### src/rtl/ram_arb_pkg.sv
// rtl/ram_arb_pkg.sv - shared types and constants for the two-port RAM arbiter
package ram_arb_pkg;
   typedef enum logic {INIT, RUN} state_t;

   localparam int N_DEF = 4;
   localparam int M_DEF = 16;

   localparam int REQ0 = 0;
   localparam int REQ1 = 1;
endpackage

### src/rtl/ram.sv
// rtl/ram.sv - single-port RAM, synchronous write, asynchronous read
module ram #(
   parameter int N = 4,
   parameter int M = 16
) (
   input  logic         clk,
   input  logic         we,
   input  logic [N-1:0] adr,
   input  logic [M-1:0] din,
   output logic [M-1:0] dout
);
   logic [M-1:0] mem [2**N];

   always_ff @(posedge clk) begin
      if (we) mem[adr] <= din;
   end

   assign dout = mem[adr];
endmodule

### src/rtl/rr_arb2.sv
// rtl/rr_arb2.sv - combinational two-way round-robin grant; prio picks the winner on contention
module rr_arb2
   import ram_arb_pkg::*;
(
   input  logic [1:0] req,
   input  logic       prio,
   output logic [1:0] gnt
);
   assign gnt[REQ0] = req[REQ0] & (~req[REQ1] | ~prio);
   assign gnt[REQ1] = req[REQ1] & (~req[REQ0] |  prio);
endmodule

### src/rtl/ram_arbiter.sv
// rtl/ram_arbiter.sv - round-robin sharing of one RAM between two requesters
// RAM_ARB_INIT_EN adds a post-reset clear of every word before requests are accepted.
module ram_arbiter
   import ram_arb_pkg::*;
#(
   parameter int N = N_DEF,
   parameter int M = M_DEF
) (
   input  logic         clk,
   input  logic         reset,
   input  logic         req0,
   input  logic         we0,
   input  logic [N-1:0] adr0,
   input  logic [M-1:0] din0,
   output logic         gnt0,
   output logic         rvalid0,
   output logic [M-1:0] rdata0,
   input  logic         req1,
   input  logic         we1,
   input  logic [N-1:0] adr1,
   input  logic [M-1:0] din1,
   output logic         gnt1,
   output logic         rvalid1,
   output logic [M-1:0] rdata1,
   output logic         init_done
);
   state_t       state;
   logic [N-1:0] init_cnt;
   logic         prio;
   logic [1:0]   arb_gnt;
   logic         active;
   logic         clearing;
   logic         ram_we;
   logic [N-1:0] ram_adr;
   logic [M-1:0] ram_din;
   logic [M-1:0] ram_dout;

`ifdef RAM_ARB_INIT_EN
   localparam logic [N-1:0] CNT_ONE = N'(1);
   logic init_done_r;

   always_ff @(posedge clk) begin
      if (reset) begin
         state       <= INIT;
         init_cnt    <= '0;
         init_done_r <= 1'b0;
      end else if (state == INIT) begin
         init_cnt <= init_cnt + CNT_ONE;
         if (init_cnt == '1) begin
            state       <= RUN;
            init_done_r <= 1'b1;
         end
      end
   end

   assign init_done = init_done_r;
   assign clearing  = (state == INIT) & ~reset;
`else
   assign state     = RUN;
   assign init_cnt  = '0;
   assign init_done = 1'b1;
   assign clearing  = 1'b0;
`endif

   rr_arb2 u_rr_arb2 (
      .req  ({req1, req0}),
      .prio (prio),
      .gnt  (arb_gnt)
   );

   // Grants are masked in reset so a write presented during reset never lands.
   assign active = (state == RUN) & ~reset;
   assign gnt0   = active & arb_gnt[REQ0];
   assign gnt1   = active & arb_gnt[REQ1];

   always_comb begin
      ram_we  = 1'b0;
      ram_adr = adr0;
      ram_din = din0;
      if (clearing) begin
         ram_we  = 1'b1;
         ram_adr = init_cnt;
         ram_din = '0;
      end else if (gnt1) begin
         ram_we  = we1;
         ram_adr = adr1;
         ram_din = din1;
      end else if (gnt0) begin
         ram_we  = we0;
      end
   end

   ram #(.N(N), .M(M)) u_ram (
      .clk  (clk),
      .we   (ram_we),
      .adr  (ram_adr),
      .din  (ram_din),
      .dout (ram_dout)
   );

   always_ff @(posedge clk) begin
      if (reset) begin
         prio    <= 1'b0;
         rvalid0 <= 1'b0;
         rvalid1 <= 1'b0;
         rdata0  <= '0;
         rdata1  <= '0;
      end else begin
         if (gnt0)      prio <= 1'b1;
         else if (gnt1) prio <= 1'b0;
         rvalid0 <= gnt0 & ~we0;
         rvalid1 <= gnt1 & ~we1;
         if (gnt0 & ~we0) rdata0 <= ram_dout;
         if (gnt1 & ~we1) rdata1 <= ram_dout;
      end
   end
endmodule

### config.mk
export PLATFORM = sky130hd
export DESIGN_NAME = ram_arbiter
export DESIGN_NICKNAME = d
export VERILOG_FILES = /design/src/rtl/ram_arb_pkg.sv /design/src/rtl/ram.sv /design/src/rtl/rr_arb2.sv /design/src/rtl/ram_arbiter.sv
export SDC_FILE = /design/constraint.sdc
export NUM_CORES = 1
export LEC_CHECK = 0
export CAP_MARGIN = 15
export CORE_MARGIN = 3
export CORE_UTILIZATION = 40
export CTS_CLUSTER_DIAMETER = 200
export DETAILED_ROUTE_END_ITERATION = 12
export REMOVE_ABC_BUFFERS = 1
export SETUP_SLACK_MARGIN = 0.3
export SLEW_MARGIN = 20
export SYNTH_ARGS = -nofsm -noshare
export SYNTH_HDL_FRONTEND = slang
export SYNTH_SLANG_ARGS = --single-unit
### constraint.sdc
create_clock -name clk -period 5.8 [get_ports clk]
set_input_delay 0.58 -clock clk [delete_from_list [all_inputs] [get_ports clk]]
set_output_delay 0.58 -clock clk [all_outputs]
set_load 0.03 [all_outputs]
==> metrics.txt <==
# TYPE chip_impl_metric gauge
chip_impl_metric{name="post_drt_wl_per_cell",unit="um"} 25.0
chip_impl_metric{name="layout_worst_path_cycle_share",unit=""} 0.653
chip_impl_info{name="reg2reg_from",value="prio"} 1
chip_impl_metric{name="clock-sinks",unit=""} 291
chip_impl_metric{name="rows",unit=""} 66
chip_impl_info{name="run_status",value="finished clean"} 1
chip_impl_metric{name="clk_pin_slew_worst_paths",unit="ns"} 0.06
chip_impl_metric{name="finalSetupViolations",unit=""} 0
chip_impl_metric{name="detailedRoute.firstPassIterationCount",unit=""} 5
chip_impl_metric{name="adder_cell_share_of_the_synthesized_area",unit=""} 0
chip_impl_metric{name="yosys.area_share.xor_xnor",unit=""} 0
chip_impl_metric{name="num_io_pins",unit=""} 83
chip_impl_metric{name="grt.met3_usage",unit=""} 0.0320
chip_impl_metric{name="critical_path_peak_fanout",unit=""} 70
chip_impl_metric{name="dpl_worst_slack",unit="ns"} 1.50
chip_impl_metric{name="post_synth_instance_area",unit="um2"} 13600
chip_impl_info{name="tritoncts_clock_tree",value="yes"} 1
chip_impl_metric{name="cts-hold-fix-buffers",unit=""} 0
chip_impl_info{name="endpoint_kind",value="register"} 1
chip_impl_metric{name="pin_count_of_the_biggest_net_entering_global_routing",unit=""} 78
chip_impl_metric{name="tightest_slew",unit="ns"} 1.04
chip_impl_metric{name="worstPathArrival",unit="ns"} 4.04
chip_impl_metric{name="synthArstFlopShare",unit=""} 0
chip_impl_metric{name="core_area",unit="um2"} 33000
chip_impl_metric{name="cts_made_buffers",unit=""} 30
chip_impl_metric{name="fin_tns_setup",unit="ns"} 0
chip_impl_metric{name="die_width",unit="um"} 191
chip_impl_metric{name="timing.critical_path.required",unit="ns"} 6.05
chip_impl_metric{name="min_delay_path_depth",unit=""} 2
chip_impl_metric{name="gp_congestion",unit=""} 0.809
chip_impl_metric{name="drc",unit=""} 0
chip_impl_info{name="commonest_register_cell_after_synthesis",value="sky130_fd_sc_hd__edfxtp_1"} 1
chip_impl_metric{name="antenna_found_initial",unit=""} 0
chip_impl_metric{name="relative_slew_slack",unit=""} 0.304
chip_impl_info{name="hold_path.class",value="reg -> reg"} 1
chip_impl_metric{name="chipHeight",unit="um"} 191
chip_impl_metric{name="synth_sequential_area_ratio",unit=""} 0.616
chip_impl_metric{name="syn_inst",unit=""} 1195
chip_impl_metric{name="start_util",unit=""} 0.413
chip_impl_info{name="crit_chain",value="clkdlybuf4s50_1 > nand2b_2 > buf_4 > nand3_1 > a21oi_1 > nand3_1 > nor3_2 > buf_4"} 1
chip_impl_info{name="critical_path.startpoint_type",value="primary input"} 1
chip_impl_info{name="hp_start",value="rdata0[0]"} 1
chip_impl_metric{name="synth-seq-cells",unit=""} 291
chip_impl_metric{name="synth-simple-area-share",unit=""} 0.155
chip_impl_metric{name="yosys-mux-area-fraction",unit=""} 0.00156
chip_impl_metric{name="antenna_violating_nets_post_route",unit=""} 0
chip_impl_info{name="min_to",value="rdata0[0]"} 1
chip_impl_metric{name="drv_slew",unit=""} 0
chip_impl_metric{name="worst_vdd_rail_ir_drop",unit="mV"} 0.222
chip_impl_metric{name="final_layout_size_suffix_gt1_frac",unit=""} 0.0981
chip_impl_metric{name="cellPowerDensity",unit="nW/um2"} 306
chip_impl_info{name="crit_type",value="in -> reg"} 1
chip_impl_metric{name="route.vias.total",unit=""} 10500
chip_impl_metric{name="stdcell_count",unit=""} 1696
chip_impl_metric{name="placement.cell_area",unit="um2"} 14900
chip_impl_metric{name="synth_cell_types",unit=""} 34
chip_impl_info{name="cts_root_buf",value="sky130_fd_sc_hd__clkbuf_16"} 1
chip_impl_info{name="grt.busiest_layer",value="met2"} 1
chip_impl_metric{name="cts_max_path_buffers",unit=""} 3
chip_impl_metric{name="layout.core_utilization",unit=""} 0.482
chip_impl_metric{name="avgViaCountPerCell",unit=""} 6.21
chip_impl_metric{name="power.static_leakage",unit="nW"} 5.11
chip_impl_metric{name="fmax",unit="MHz"} 264
chip_impl_metric{name="period_minus_slack",unit="ns"} 3.78
chip_impl_metric{name="antenna_diode_count",unit=""} 0
chip_impl_metric{name="design.die.area",unit="um2"} 36300
chip_impl_metric{name="hold_viol_final",unit=""} 0
chip_impl_metric{name="dp_hpwl",unit="um"} 25500
chip_impl_metric{name="number_of_enable_flip_flop_cells_after_synthesis",unit=""} 256
chip_impl_metric{name="count_of_cells_resized_by_post_cts_repair",unit=""} 0
chip_impl_metric{name="clk_latency",unit="ns"} 0.56
chip_impl_info{name="synth_top_family_by_area",value="compound AO/OA/AOI/OAI gates"} 1
chip_impl_metric{name="worst_slack",unit="ns"} 2.02
chip_impl_metric{name="post_synthesis_mean_instance_area",unit="um2"} 11.4
chip_impl_metric{name="postLayoutCellArea",unit="um2"} 15900
chip_impl_metric{name="max_cap_violations",unit=""} 0
chip_impl_metric{name="first_global_vias",unit=""} 10200
chip_impl_metric{name="synth_compound_gate_area_share",unit=""} 0.191
chip_impl_metric{name="r2r_slack",unit="ns"} 2.06
chip_impl_metric{name="skew",unit="ns"} 0.00956
chip_impl_metric{name="critPathMaxStageDelay",unit="ns"} 0.85
chip_impl_metric{name="layout.nets",unit=""} 1277
chip_impl_metric{name="grt_pass1_wl",unit="um"} 63100
chip_impl_metric{name="grt_util_all_layers",unit=""} 0.227
chip_impl_metric{name="global_route.overflow_total",unit=""} 0
chip_impl_metric{name="synth.yosys.warnings",unit=""} 0
chip_impl_metric{name="placedCellCount",unit=""} 1641
chip_impl_metric{name="post-cts-setup-buffers",unit=""} 0
chip_impl_metric{name="area_growth_syn_to_fin",unit="%"} 16.8
chip_impl_metric{name="reg2regPathDepth",unit=""} 7
chip_impl_info{name="cp_slowest_cell",value="sky130_fd_sc_hd__nor3_2"} 1
chip_impl_metric{name="globalRouteMet2Util",unit=""} 0.376
chip_impl_metric{name="port-buffer-count",unit=""} 81
chip_impl_metric{name="drt_iter0_markers",unit=""} 1146
chip_impl_info{name="startpoint",value="req0"} 1
chip_impl_info{name="grt_setup_unrepaired",value="false"} 1
chip_impl_info{name="reg2reg_to",value="u_ram.mem[13][2]"} 1
chip_impl_metric{name="groute.layer.met1.usage",unit=""} 0.309
chip_impl_metric{name="postRouteWirelength",unit="um"} 42300
chip_impl_metric{name="h_tree_lvl_count",unit=""} 1
[area by class of cell]
type                            instances  area (um2)
Clock buffer                           32         779
Clock inverter                         23         214
Fill cell                            2988       17100
Inverter                                2        10.0
Multi-Input combinational cell        787        4890
Sequential cell                       291        8390
Tap cell                              442         553
Timing Repair Buffer                  119        1090
[where the power goes]
group / leakage [nW] / switching [mW] / total [mW] / internal, mW
combinational: 2.03 / 0.390 / 0.562 / 0.172
sequential: 2.59 / 0.0212 / 2.35 / 2.33
clock: 0.486 / 0.813 / 1.96 / 1.14
total: 5.11 / 1.22 / 4.87 / 3.64
[stage by stage]
| step | hold slack [ns] | power (mW) |
|---|---|---|
| after floorplan | 0.537 | 2.68 |
| after global placement | 0.478 | 2.95 |
| after detailed placement | 0.474 | 2.95 |
| after CTS | 0.494 | 4.88 |
| after global routing | 0.512 | 5.02 |
| final | 0.493 | 4.87 |
[worst max-delay path by stage]
stage	end	slack, ns	cells past startpoint
floorplan	u_ram.mem[11][0]	-1.27	6
global placement	u_ram.mem[13][11]	1.53	8
CTS	u_ram.mem[13][5]	2.07	8
finish	u_ram.mem[13][2]	2.02	8
detailed placement	u_ram.mem[13][11]	1.50	8
global route	u_ram.mem[13][6]	1.86	8
[Yosys cell counts (all sizes together) (2+ instances only)]
cell type / n / share of area
a21oi: 66 / 0.024
o21ai: 67 / 0.025
inv: 2 / 0.00073
a21boi: 3 / 0.0017
nor2b: 2 / 0.00092
nor2: 13 / 0.0038
and3: 3 / 0.0021
nand2: 151 / 0.042
dfxtp: 35 / 0.051
buf: 33 / 0.013
clkbuf: 82 / 0.023
nand2b: 130 / 0.060
a211oi: 66 / 0.037
a311oi: 64 / 0.041
nand3: 105 / 0.039
nor3: 14 / 0.0059
a32oi: 96 / 0.062
edfxtp: 256 / 0.56
[sequential cells by signal, indices dropped and copies added (netlist names)]
register	cells
prio	1
rvalid0	1
rdata0	16
rdata1	16
rvalid1	1
u_ram.mem	256
[layer usage]
metal,part of all wire,up-vias
met3,0.072,81
met5,0,-
li1,-,4729
met1,0.41,5272
met4,0.031,0
met2,0.48,452
[placed cells by master, fill, tap and decap left out, drive strengths merged, types with 13 or more instances in the layout]
| cell | instances |
|---|---|
| clkbuf | 32 |
| buf | 40 |
| clkinv | 16 |
| nor3 | 14 |
| nand3 | 105 |
| a21oi | 66 |
| nand2 | 151 |
| a32oi | 96 |
| clkdlybuf4s50 | 79 |
| nor2 | 13 |
| nand2b | 130 |
| a311oi | 64 |
| a211oi | 66 |
| o21ai | 67 |
| dfxtp | 35 |
| edfxtp | 256 |
[critical path: cells and delay by family]
kind                   cells  cell delay, ns
buffers and inverters      3            1.58
and+or+nand+nor            4            1.51
AOI/OAI and AO/OA          1            0.37
[kinds of logic after synthesis]
logic type | after synthesis
AND/OR/NAND/NOR | 421
flip-flops | 291
other | 1
buffers and inverters | 117
multiplexers | 2
AO/OA/AOI/OAI | 363
(Power assumes the default switching activity.)
